File: src/rtl/uart_tx_controller.sv
// UART transmitter: start bit, DATA_BITS payload LSB first, optional even parity, one stop bit.
// Define UART_TX_PARITY_EN to insert the parity bit between the data bits and the stop bit.
module uart_tx_controller #(
    parameter int CLKS_PER_BIT = 16,
    parameter int DATA_BITS    = 8
) (
    input  logic                 clk,
    input  logic                 reset,
    input  logic                 tx_start,
    input  logic [DATA_BITS-1:0] tx_data,
    output logic                 tx_serial,
    output logic                 tx_busy,
    output logic                 tx_done
);

    localparam int BAUD_W = $clog2(CLKS_PER_BIT);
    localparam int BIT_W  = $clog2(DATA_BITS);
    localparam logic [BAUD_W-1:0] BAUD_LAST = BAUD_W'(CLKS_PER_BIT - 1);
    localparam logic [BIT_W-1:0]  BIT_LAST  = BIT_W'(DATA_BITS - 1);

`ifdef UART_TX_PARITY_EN
    typedef enum logic [2:0] {
        IDLE   = 3'd0,
        START  = 3'd1,
        DATA   = 3'd2,
        PARITY = 3'd3,
        STOP   = 3'd4
    } state_t;
`else
    typedef enum logic [2:0] {
        IDLE  = 3'd0,
        START = 3'd1,
        DATA  = 3'd2,
        STOP  = 3'd4
    } state_t;
`endif

    state_t                 state_q, state_d;
    logic [BAUD_W-1:0]      baud_q, baud_d;
    logic [BIT_W-1:0]       bit_q, bit_d;
    logic [DATA_BITS-1:0]   shift_q, shift_d;
    logic                   serial_q, serial_d;
    logic                   busy_q, busy_d;
    logic                   done_q, done_d;
    logic                   baud_end;
`ifdef UART_TX_PARITY_EN
    logic                   parity_q, parity_d;
`endif

    assign baud_end = (baud_q == BAUD_LAST);

    always_comb begin
        state_d  = state_q;
        baud_d   = baud_q;
        bit_d    = bit_q;
        shift_d  = shift_q;
        serial_d = serial_q;
        busy_d   = busy_q;
        done_d   = 1'b0;
`ifdef UART_TX_PARITY_EN
        parity_d = parity_q;
`endif

        case (state_q)
            IDLE: begin
                baud_d   = '0;
                bit_d    = '0;
                serial_d = 1'b1;
                busy_d   = 1'b0;
                if (tx_start) begin
                    state_d  = START;
                    shift_d  = tx_data;
                    serial_d = 1'b0;
                    busy_d   = 1'b1;
`ifdef UART_TX_PARITY_EN
                    parity_d = ^tx_data;
`endif
                end
            end

            START: begin
                if (baud_end) begin
                    state_d  = DATA;
                    baud_d   = '0;
                    serial_d = shift_q[0];
                    shift_d  = shift_q >> 1;
                end else begin
                    baud_d = baud_q + 1'b1;
                end
            end

            // The shift register always presents the next payload bit at bit 0.
            DATA: begin
                if (baud_end) begin
                    baud_d = '0;
                    if (bit_q == BIT_LAST) begin
                        bit_d = '0;
`ifdef UART_TX_PARITY_EN
                        state_d  = PARITY;
                        serial_d = parity_q;
`else
                        state_d  = STOP;
                        serial_d = 1'b1;
`endif
                    end else begin
                        bit_d    = bit_q + 1'b1;
                        serial_d = shift_q[0];
                        shift_d  = shift_q >> 1;
                    end
                end else begin
                    baud_d = baud_q + 1'b1;
                end
            end

`ifdef UART_TX_PARITY_EN
            PARITY: begin
                if (baud_end) begin
                    state_d  = STOP;
                    baud_d   = '0;
                    serial_d = 1'b1;
                end else begin
                    baud_d = baud_q + 1'b1;
                end
            end
`endif

            STOP: begin
                if (baud_end) begin
                    state_d  = IDLE;
                    baud_d   = '0;
                    serial_d = 1'b1;
                    busy_d   = 1'b0;
                    done_d   = 1'b1;
                end else begin
                    baud_d = baud_q + 1'b1;
                end
            end

            default: begin
                state_d  = IDLE;
                baud_d   = '0;
                bit_d    = '0;
                serial_d = 1'b1;
                busy_d   = 1'b0;
            end
        endcase
    end

    // Reset aborts any frame in flight: line high, no done pulse.
    always_ff @(posedge clk or posedge reset) begin
        if (reset) begin
            state_q  <= IDLE;
            baud_q   <= '0;
            bit_q    <= '0;
            shift_q  <= '0;
            serial_q <= 1'b1;
            busy_q   <= 1'b0;
            done_q   <= 1'b0;
`ifdef UART_TX_PARITY_EN
            parity_q <= 1'b0;
`endif
        end else begin
            state_q  <= state_d;
            baud_q   <= baud_d;
            bit_q    <= bit_d;
            shift_q  <= shift_d;
            serial_q <= serial_d;
            busy_q   <= busy_d;
            done_q   <= done_d;
`ifdef UART_TX_PARITY_EN
            parity_q <= parity_d;
`endif
        end
    end

    assign tx_serial = serial_q;
    assign tx_busy   = busy_q;
    assign tx_done   = done_q;

endmodule

File: config.mk
export PLATFORM = sky130hd
export DESIGN_NAME = uart_tx_controller
export DESIGN_NICKNAME = d
export VERILOG_FILES = /design/src/rtl/uart_tx_controller.sv
export SDC_FILE = /design/constraint.sdc
export NUM_CORES = 1
export LEC_CHECK = 0
export ABC_AREA = 1
export BUFFER_PORTS_ARGS = -buffer_cell sky130_fd_sc_hd__buf_2
export CORE_MARGIN = 2
export CORE_UTILIZATION = 33
export DETAILED_ROUTE_END_ITERATION = 8
export PLACE_DENSITY = 0.6
export SLEW_MARGIN = 40
export SYNTH_ARGS = -nofsm -noshare
export SYNTH_HDL_FRONTEND = slang
export SYNTH_SLANG_ARGS = --single-unit
File: constraint.sdc
create_clock -name clk -period 1.6 [get_ports clk]
set_input_delay 0.4 -clock clk [delete_from_list [all_inputs] [get_ports clk]]
set_output_delay 0.4 -clock clk [all_outputs]
set_load 0.01 [all_outputs]
==> results of run 1 <==
-- synthesized netlist by cell type --
cell / n / area, um2
a21oi_1: 1 / 5.00
dfrtp_1: 20 / 500
dfstp_2: 1 / 26.3
ha_1: 3 / 37.5
inv_1: 10 / 37.5
inv_2: 4 / 15.0
nand2_1: 53 / 199
nand2_2: 4 / 25.0
nand3_1: 13 / 65.1
nand3_2: 6 / 60.1
nand3b_1: 2 / 15.0
nand4_1: 2 / 12.5
nor2_1: 6 / 22.5
nor2_2: 1 / 6.26
nor2_4: 1 / 11.3
o21ai_0: 5 / 25.0
o21ai_1: 6 / 30.0
or2_1: 1 / 6.26
or2_2: 2 / 12.5
xor2_1: 1 / 8.76
-- kinds of logic (layout without fill, tap and decap cells) --
group,Yosys count,after routing,share of synthesized area [%]
simple gates,91,91,38.8
flops,21,21,47.0
buf+inv,14,32,4.69
compound gates,12,12,5.36
fa+ha+maj,3,3,3.35
xor+xnor,1,1,0.781
-- cell usage in the layout, fill, tap and decap left out, drive strengths merged --
| cell type | instances |
|---|---|
| inv | 14 |
| clkinv | 1 |
| nand3 | 19 |
| dfstp | 1 |
| clkbuf | 3 |
| or2 | 3 |
| nand2 | 57 |
| xor2 | 1 |
| nand4 | 2 |
| buf | 14 |
| ha | 3 |
| o21ai | 11 |
| dfrtp | 20 |
| nor2 | 8 |
| nand3b | 2 |
| a21oi | 1 |
-- layer usage --
layer / vias to the layer above / track usage [%] / share of wire [%]
met5: - / 0 / 0
met4: 0 / 5.83 / 2.0
met3: 4 / 1.63 / 3.0
met2: 14 / 19.7 / 44
met1: 456 / 17.6 / 51
li1: 491 / - / -
-- worst paths after layout --
check	start	slack (ps)	cells after the start	endpoint
worst max-delay path	bit_q[0]	110	7	shift_q[6]
min in group clk	tx_data[7]	350	3	shift_q[7]
worst max register to register	bit_q[0]	110	7	shift_q[6]
worst min register to register	tx_busy	490	2	tx_busy
worst min-delay path	reset	90	3	bit_q[0]
max in group asynchronous	reset	1240	3	tx_serial
-- critical path, cell delays in order (launching register included) --
cell and delay (ps):
dfrtp_1 400, ha_1 200, ha_1 190, nand3_1 130, nand3_4 140, nor2_4 210, nand2_1 80, nand2_1 70
-- final cells by class --
class | count | area share [%]
Multi-Input combinational cell | 107 | 43.0
Sequential cell | 21 | 40.7
Timing Repair Buffer | 14 | 5.61
Tap cell | 46 | 4.45
Inverter | 14 | 4.06
Clock buffer | 3 | 1.74
Clock inverter | 1 | 0.387
-- registers in the layout, summed over array words and instances, names as in the netlist --
register and cells:
shift_q 8, baud_q 4, bit_q 3, state_q 3, tx_busy 1, tx_done 1
tx_serial 1
-- per-stage QoR --
step	util, %	cells	area, um2	setup slack [ps]
after global routing	39.1	206	1290	1.44
final	39.1	206	1290	114
after global placement	37.8	202	1250	170
after floorplan	-	142	1120	280
after CTS	38.6	206	1280	91.7
after detailed placement	37.8	202	1250	120
-- power groups by stage --
stage	Combinational [W]	Clock, W	Sequential (W)
2_1_floorplan	0.00102	0	0.000870
3_3_place_gp	0.00128	0	0.000884
3_5_place_dp	0.00131	0	0.000887
4_1_cts	0.00131	0.000278	0.000877
5_1_grt	0.00153	0.000295	0.000910
6_report	0.00132	0.000259	0.000879
==> results by stage, run 1 <==
Timing:
- Setup total negative slack on the finished layout was measured at 0 ps.
- The count of endpoints failing hold in the final timing report was 0.
- The number of max-slew violations in the final report is 0.
- The worst path in the final design needs a cycle of between 1000 and 1500 ps, including I/O delays and setup.
- Setup violations remaining at the end of the flow were counted as 0.
- The highest attainable clock frequency is 673 MHz.
- For the pin with the worst max-slew slack, the measured transition is 327 ps.
- The worst clock skew is 3.31 ps.
- The smallest hold slack is 87.2 ps.
- The headroom to the max-slew limit is roughly four fifths.
- The share of the clock period used by the worst path is between 90 and 100%.
- Setup repair after global routing left no endpoint under its margin.

Critical path:
- At the worst endpoint, the required time is 1860 ps.
- The kind of launch point of the worst setup path is a flop.
- The maximum fanout encountered on the critical timing path is 9.
- The setup path with the least slack is of type flop to flop.
- The worst endpoint data arrival time is 1740 ps.
- The capturing element type of the critical path is a flop.

Routing:
- The final route contains 965 vias.
- The average wire length per cell after detail routing is 10.6 um.
- The count of antenna-violating nets left after detailed routing is 0.
- The remaining design rule violation count is 0.
- The first detailed-routing pass took 6 iterations.
- Using the TritonRoute via totals, the vias-per-cell ratio works out to 4.68.
- For this block, the initial DRC count from the detailed router was 22.
- The total detailed-routing wirelength is approximately 2200 um.

Synth:
- The number of warnings reported in the yosys synthesis log is 0.
- After synthesis the netlist holds a flip-flop and latch count of 21.
- The share of synthesized area occupied by flip-flops and latches is 47.0%.
- The number of nets in the synthesized netlist is approximately 160.
- The count of mapped cells out of synthesis is 142.
- The number of distinct library cells after synthesis is 20.
- The average footprint of a synthesized cell is 7.89 um2.
- The post-synthesis instance area is 0.00112 mm2.

Cells and area:
- The combined flip-flop and latch cell area is 527 um2.
- Summing all multi-input logic gate instances after layout gives 557 um2.
- 0 antenna diodes ended up in the layout.
- The growth of design area from synthesis to finish is 15.4%.
- The final-layout fill cell count is 382.
- The fraction of layout instances using a drive strength above 1 is 23.1%.
- The count of nets after finishing is about 180.

Run status:
- The run finished with clean final reports.

Pwr:
- The share of power burned in combinational logic is 53.7%.
- Net switching is 48.5% of the power.
- The design draws 0.00246 W.
- The internal portion of the total power is approximately 0.0013 W.
- The sequential share of power is 35.7%.
- In this run the power density over the cells is 1900 mW/mm2.
- The analysis attributes to net switching a power of around 0.0012 W.
- The worst ir drop on vdd is roughly 760 uV.
- The clock network burns 10.5% of the power.
- The leakage power is 0.747 nW.

GRT:
- The pin count of the biggest net entering global routing is 22.
- After global routing the overflow that remains totals 0.
- The first global-routing pass estimated 3950 um of wire.
- The total track usage is around an eighth.
- The via count of the first global-routing pass is 891.
- The number of antenna violations at the first check in global routing was 0.

Die:
- The horizontal extent of the die is 62.3 um.
- Once the floorplan was initialized, standard cells occupied 33.9% of the core.
- The count of pins on the block boundary is 14.
- The core outline area is around 0.0033 mm2.
- The floorplan has 21 rows.
- The area of the die is between 0.003 and 0.004 mm2.
- The die extent in y is 62.3 um.

Clocking:
- The clock reaches the later pin of the worst-skew pair after 310 ps.
- The clock slew at the register clock pins of the worst setup and hold paths is 120 ps.
- The clock root buffer is clkbuf_4.
- The total clock sinks is 21.
- Counting along the longest clock path gives a buffer depth of 2.
- The number of instances resized during post-cts repair is 0.
- The number of buffers created by CTS is 3.
- TritonCTS built the clock tree.
- For this design, the CTS-stage hold fixing added 0 buffers.
- In this run the post-CTS setup repair buffer count came out at 0.
- CTS built an H-tree with a depth of 1.

Run:
- The number of maximum-capacitance violations is 0.

Worst hold path:
- The class of the worst hold path is input pin to asynchronous set/reset pin.

Place:
- Once detailed placement completed, the half-perimeter wirelength came to 1660 um.
- The count of port buffers added during placement is 13.
- The global placer's final weighted congestion is 0.798.
Power figures use the tool's default switching activity.
==> inputs of run 2 (changes only) <==
--- a/config.mk
+++ b/config.mk
@@ -7,10 +7,11 @@
 export LEC_CHECK = 0
 export ABC_AREA = 1
 export BUFFER_PORTS_ARGS = -buffer_cell sky130_fd_sc_hd__buf_2
+export CORE_ASPECT_RATIO = 1.1
 export CORE_MARGIN = 2
 export CORE_UTILIZATION = 33
 export DETAILED_ROUTE_END_ITERATION = 8
-export PLACE_DENSITY = 0.6
+export PLACE_DENSITY = 0.54
 export SLEW_MARGIN = 40
 export SYNTH_ARGS = -nofsm -noshare
 export SYNTH_HDL_FRONTEND = slang
==> results by stage, run 2 (same netlist as run 1, synthesis figures left out) <==
Cells and area:
- The register bank with the most flops is shift_q (unchanged).
- Commonest cells after routing, fill and taps aside: nand2_1, dfrtp_1, buf_2 (was nand2_1, dfrtp_1, nand3_1, buf_2, inv_1).
- The count of inserted antenna diode cells is 0 (unchanged).
- The number of flip-flops in the largest register was 8 (unchanged).
- The fraction of layout instances using a drive strength above 1 is 24.1% (was 23.1%).
- The most common library cell in the layout ignoring fill and taps is nand2_1 (unchanged).
- The count of nets after finishing is 177 (was 175).
- The growth of design area from synthesis to finish is 15.5% (was 15.4%).
- The final core utilization was 39.2% (was 39.1%).
- The final-layout fill cell count is 358 (was 382).
- Biggest registers after layout: shift_q: 8 flops, baud_q: 4 flops (unchanged).

GRT:
- The pin count of the biggest net entering global routing is 13 (was 22).
- The number of antenna violations at the first check in global routing is 0 (unchanged).
- The via count of the first global-routing pass is 1,020 (was 891).
- The first-pass GRT wire length is 4390 um (was 3950 um).
- The total track usage is 14.5% (was 12.6%).
- The overall overflow remaining after global route came to 0 (unchanged).

Critical path:
- The slack of the worst reg-to-reg path is 160 ps (was 110 ps).
- The critical path's slowest cell is dfrtp_1 (unchanged).
- The maximum fanout encountered on the critical timing path is 8 (was 9).
- The endpoint of the worst register-to-register path is shift_q[5] (was shift_q[6]).
- The worst endpoint data arrival time is 1640 ps (was 1740 ps).
- The cell family with the largest share of critical-path delay is simple AND/OR/NAND/NOR gates (unchanged).
- The number of cells on the worst reg-to-reg path is 8 (was 7).
- The kind of launch point of the worst setup path is a flop (unchanged).
- Cell Chain, Critical Path: inv_2 -> nand3_2 -> nand2_2 -> inv_2 -> nand2_1 -> nand2_1 -> nand2_1 -> nand2_1 (was ha_1 -> ha_1 -> nand3_1 -> nand3_4 -> nor2_4 -> nand2_1 -> nand2_1).
- The data required time at the worst endpoint is 1800 ps (was 1860 ps).
- Counting stages on the worst path, the most repeated cell is nand2_1.
- The total buffers and inverters traversed by the critical path was 2 (was 0).
- The start of the worst register-to-register path is state_q[2] (was bit_q[0]).
- The capturing element type of the critical path is a flop (unchanged).
- The classification of the worst setup path is flop to flop (unchanged).
- The delay contributed by the slowest stage of the critical path is 460 ps (was 400 ps).

Pwr:
- The leakage power is 0.759 nW (was 0.747 nW).
- The worst ir drop on vdd is 687 uV (was 761 uV).
- The power per standard cell area is 1940 mW/mm2 (was 1900 mW/mm2).

Place:
- The half-perimeter wire length after placement is 1840 um (was 1660 um).
- The placement-stage worst setup slack came to 127 ps (was 120 ps).
- The count of port buffers added during placement is 13 (unchanged).
- The global placer's final weighted congestion is 0.878 (was 0.798).

Clocking:
- The maximum count of clock buffers along a single path is 2 (unchanged).
- The clock root buffer is clkbuf_4 (unchanged).
- The clock tree from TritonCTS is built (unchanged).
- The total clock sinks is 21 (unchanged).
- The clock slew at the register clock pins of the worst setup and hold paths was 120 ps (about the same).
- The number of buffers created by CTS is 3 (unchanged).
- The H-tree depth was 1 (unchanged).
- The count of hold buffers inserted by post-cts repair is 0 (unchanged).
- The insertion delay to the later sink of the worst-skew pair was 300 ps (was 310 ps).
- The post-CTS setup-driven buffer insertion count is 0 (unchanged).

Timing:
- The final sum of negative setup slack is 0 ps (unchanged).
- The setup violation total in the final timing report was 0 (unchanged).
- The worst clock skew is 6.74 ps (was 3.31 ps).
- The highest attainable clock frequency was 696 MHz (was 673 MHz).
- The time the worst path needs with I/O delays and setup came to 1440 ps (was 1490 ps).
- Unrepaired setup endpoints after global routing: no (unchanged).
- The count of endpoints failing hold in the final timing report came to 0 (unchanged).
- The number of max-slew violations in the final report is 0 (unchanged).
- The smallest setup slack after layout is 164 ps (was 114 ps).
- The share of the clock period used by the worst path was 89.8% (was 92.9%).
- The headroom to the max-slew limit is 71.2% (was 78.2%).
- The slew at the pin closest to its max-slew limit is 431 ps (was 327 ps).

Run:
- The number of maximum-capacitance violations is 0 (unchanged).

Routing:
- The number of DRC markers in iteration 0 is 16 (was 22).
- The average wire length per cell after detail routing is 12.0 um (was 10.6 um).
- The first-pass detailed-route iteration total came to 4 (was 6).
- The via count is 961 (was 965).
- The remaining design rule violation count came to 0 (unchanged).
- The total detailed-routing wirelength is 2380 um (was 2180 um).
- The count of antenna-violating nets left after detailed routing is 0 (unchanged).
- The vias per cell is 4.85 (was 4.68).

Die:
- The count of pins on the block boundary is 14 (unchanged).
- The die extent in y is 65.1 um (was 62.3 um).
- The count of standard-cell rows is 22 (was 21).
- The core outline area came to 0.00330 mm2 (was 0.00331 mm2).
- The area of the die is 0.00388 mm2 (about the same).
- The starting density of the core is 33.9% (about the same).
- The horizontal extent of the die is 59.6 um (was 62.3 um).

Worst hold path:
- The class of the worst hold path is input pin to asynchronous set/reset pin (unchanged).

Run status:
- Status: complete, no violations (unchanged).
-- run 2: cell types whose count changed in the layout (fill, tap and decap cells not counted) --
cell,delta
nand3_4,-1
buf_4,+1
nand3_1,-1
clkinv_2,-1
nand3_2,+3
clkbuf_1,+1
-- run 2: report_power, final --
group	switching (W)	internal [W]	total, W
sequential	0.000142	0.000739	0.000881
clock	0.000159	0.0000972	0.000257
combinational	0.000915	0.000458	0.00137
-- run 2: cell type report --
type                       instances  area [um2]  share of cell area (%)
multi-input combinational        108         564                    43.6
sequential                        21         527                    40.7
timing repair buffer              15        80.1                    6.18
inverter                          14        52.6                    4.06
tap                               36        45.0                    3.48
clock buffer                       4        26.3                    2.03
-- run 2: through the flow --
| stage | hold WS [ps] | std cells | power, W | cell area [um2] |
|---|---|---|---|---|
| floorplan | 376 | 142 | 0.00189 | 1120 |
| global placement | 392 | 193 | 0.00221 | 1250 |
| detailed placement | 393 | 193 | 0.00223 | 1250 |
| CTS | 46.3 | 197 | 0.00250 | 1270 |
| global route | 60.4 | 198 | 0.00281 | 1290 |
| finish | 38.8 | 198 | 0.00251 | 1290 |
-- run 2: what timing repair did --
item | CTS | global route
hold endpoints to repair | 0 | 0
setup endpoints to repair | 0 | 7
gates resized for setup | 0 | 3
-- run 2: worst max-delay path by stage --
stage / from / end / cells after the start
global route: state_q[2] / shift_q[3] / 8
floorplan: bit_q[0] / shift_q[1] / 6
detailed placement: bit_q[0] / shift_q[1] / 6
finish: state_q[2] / shift_q[5] / 8
CTS: bit_q[0] / shift_q[1] / 6
global placement: bit_q[0] / shift_q[1] / 6
-- run 2: per-layer routing --
metal,global-route usage (%),vias up,wire [um]
met5,0,-,0
met4,4.72,0,48
met3,2.17,7,78
met2,24.6,23,1160
met1,18.9,433,1090
li1,-,498,-
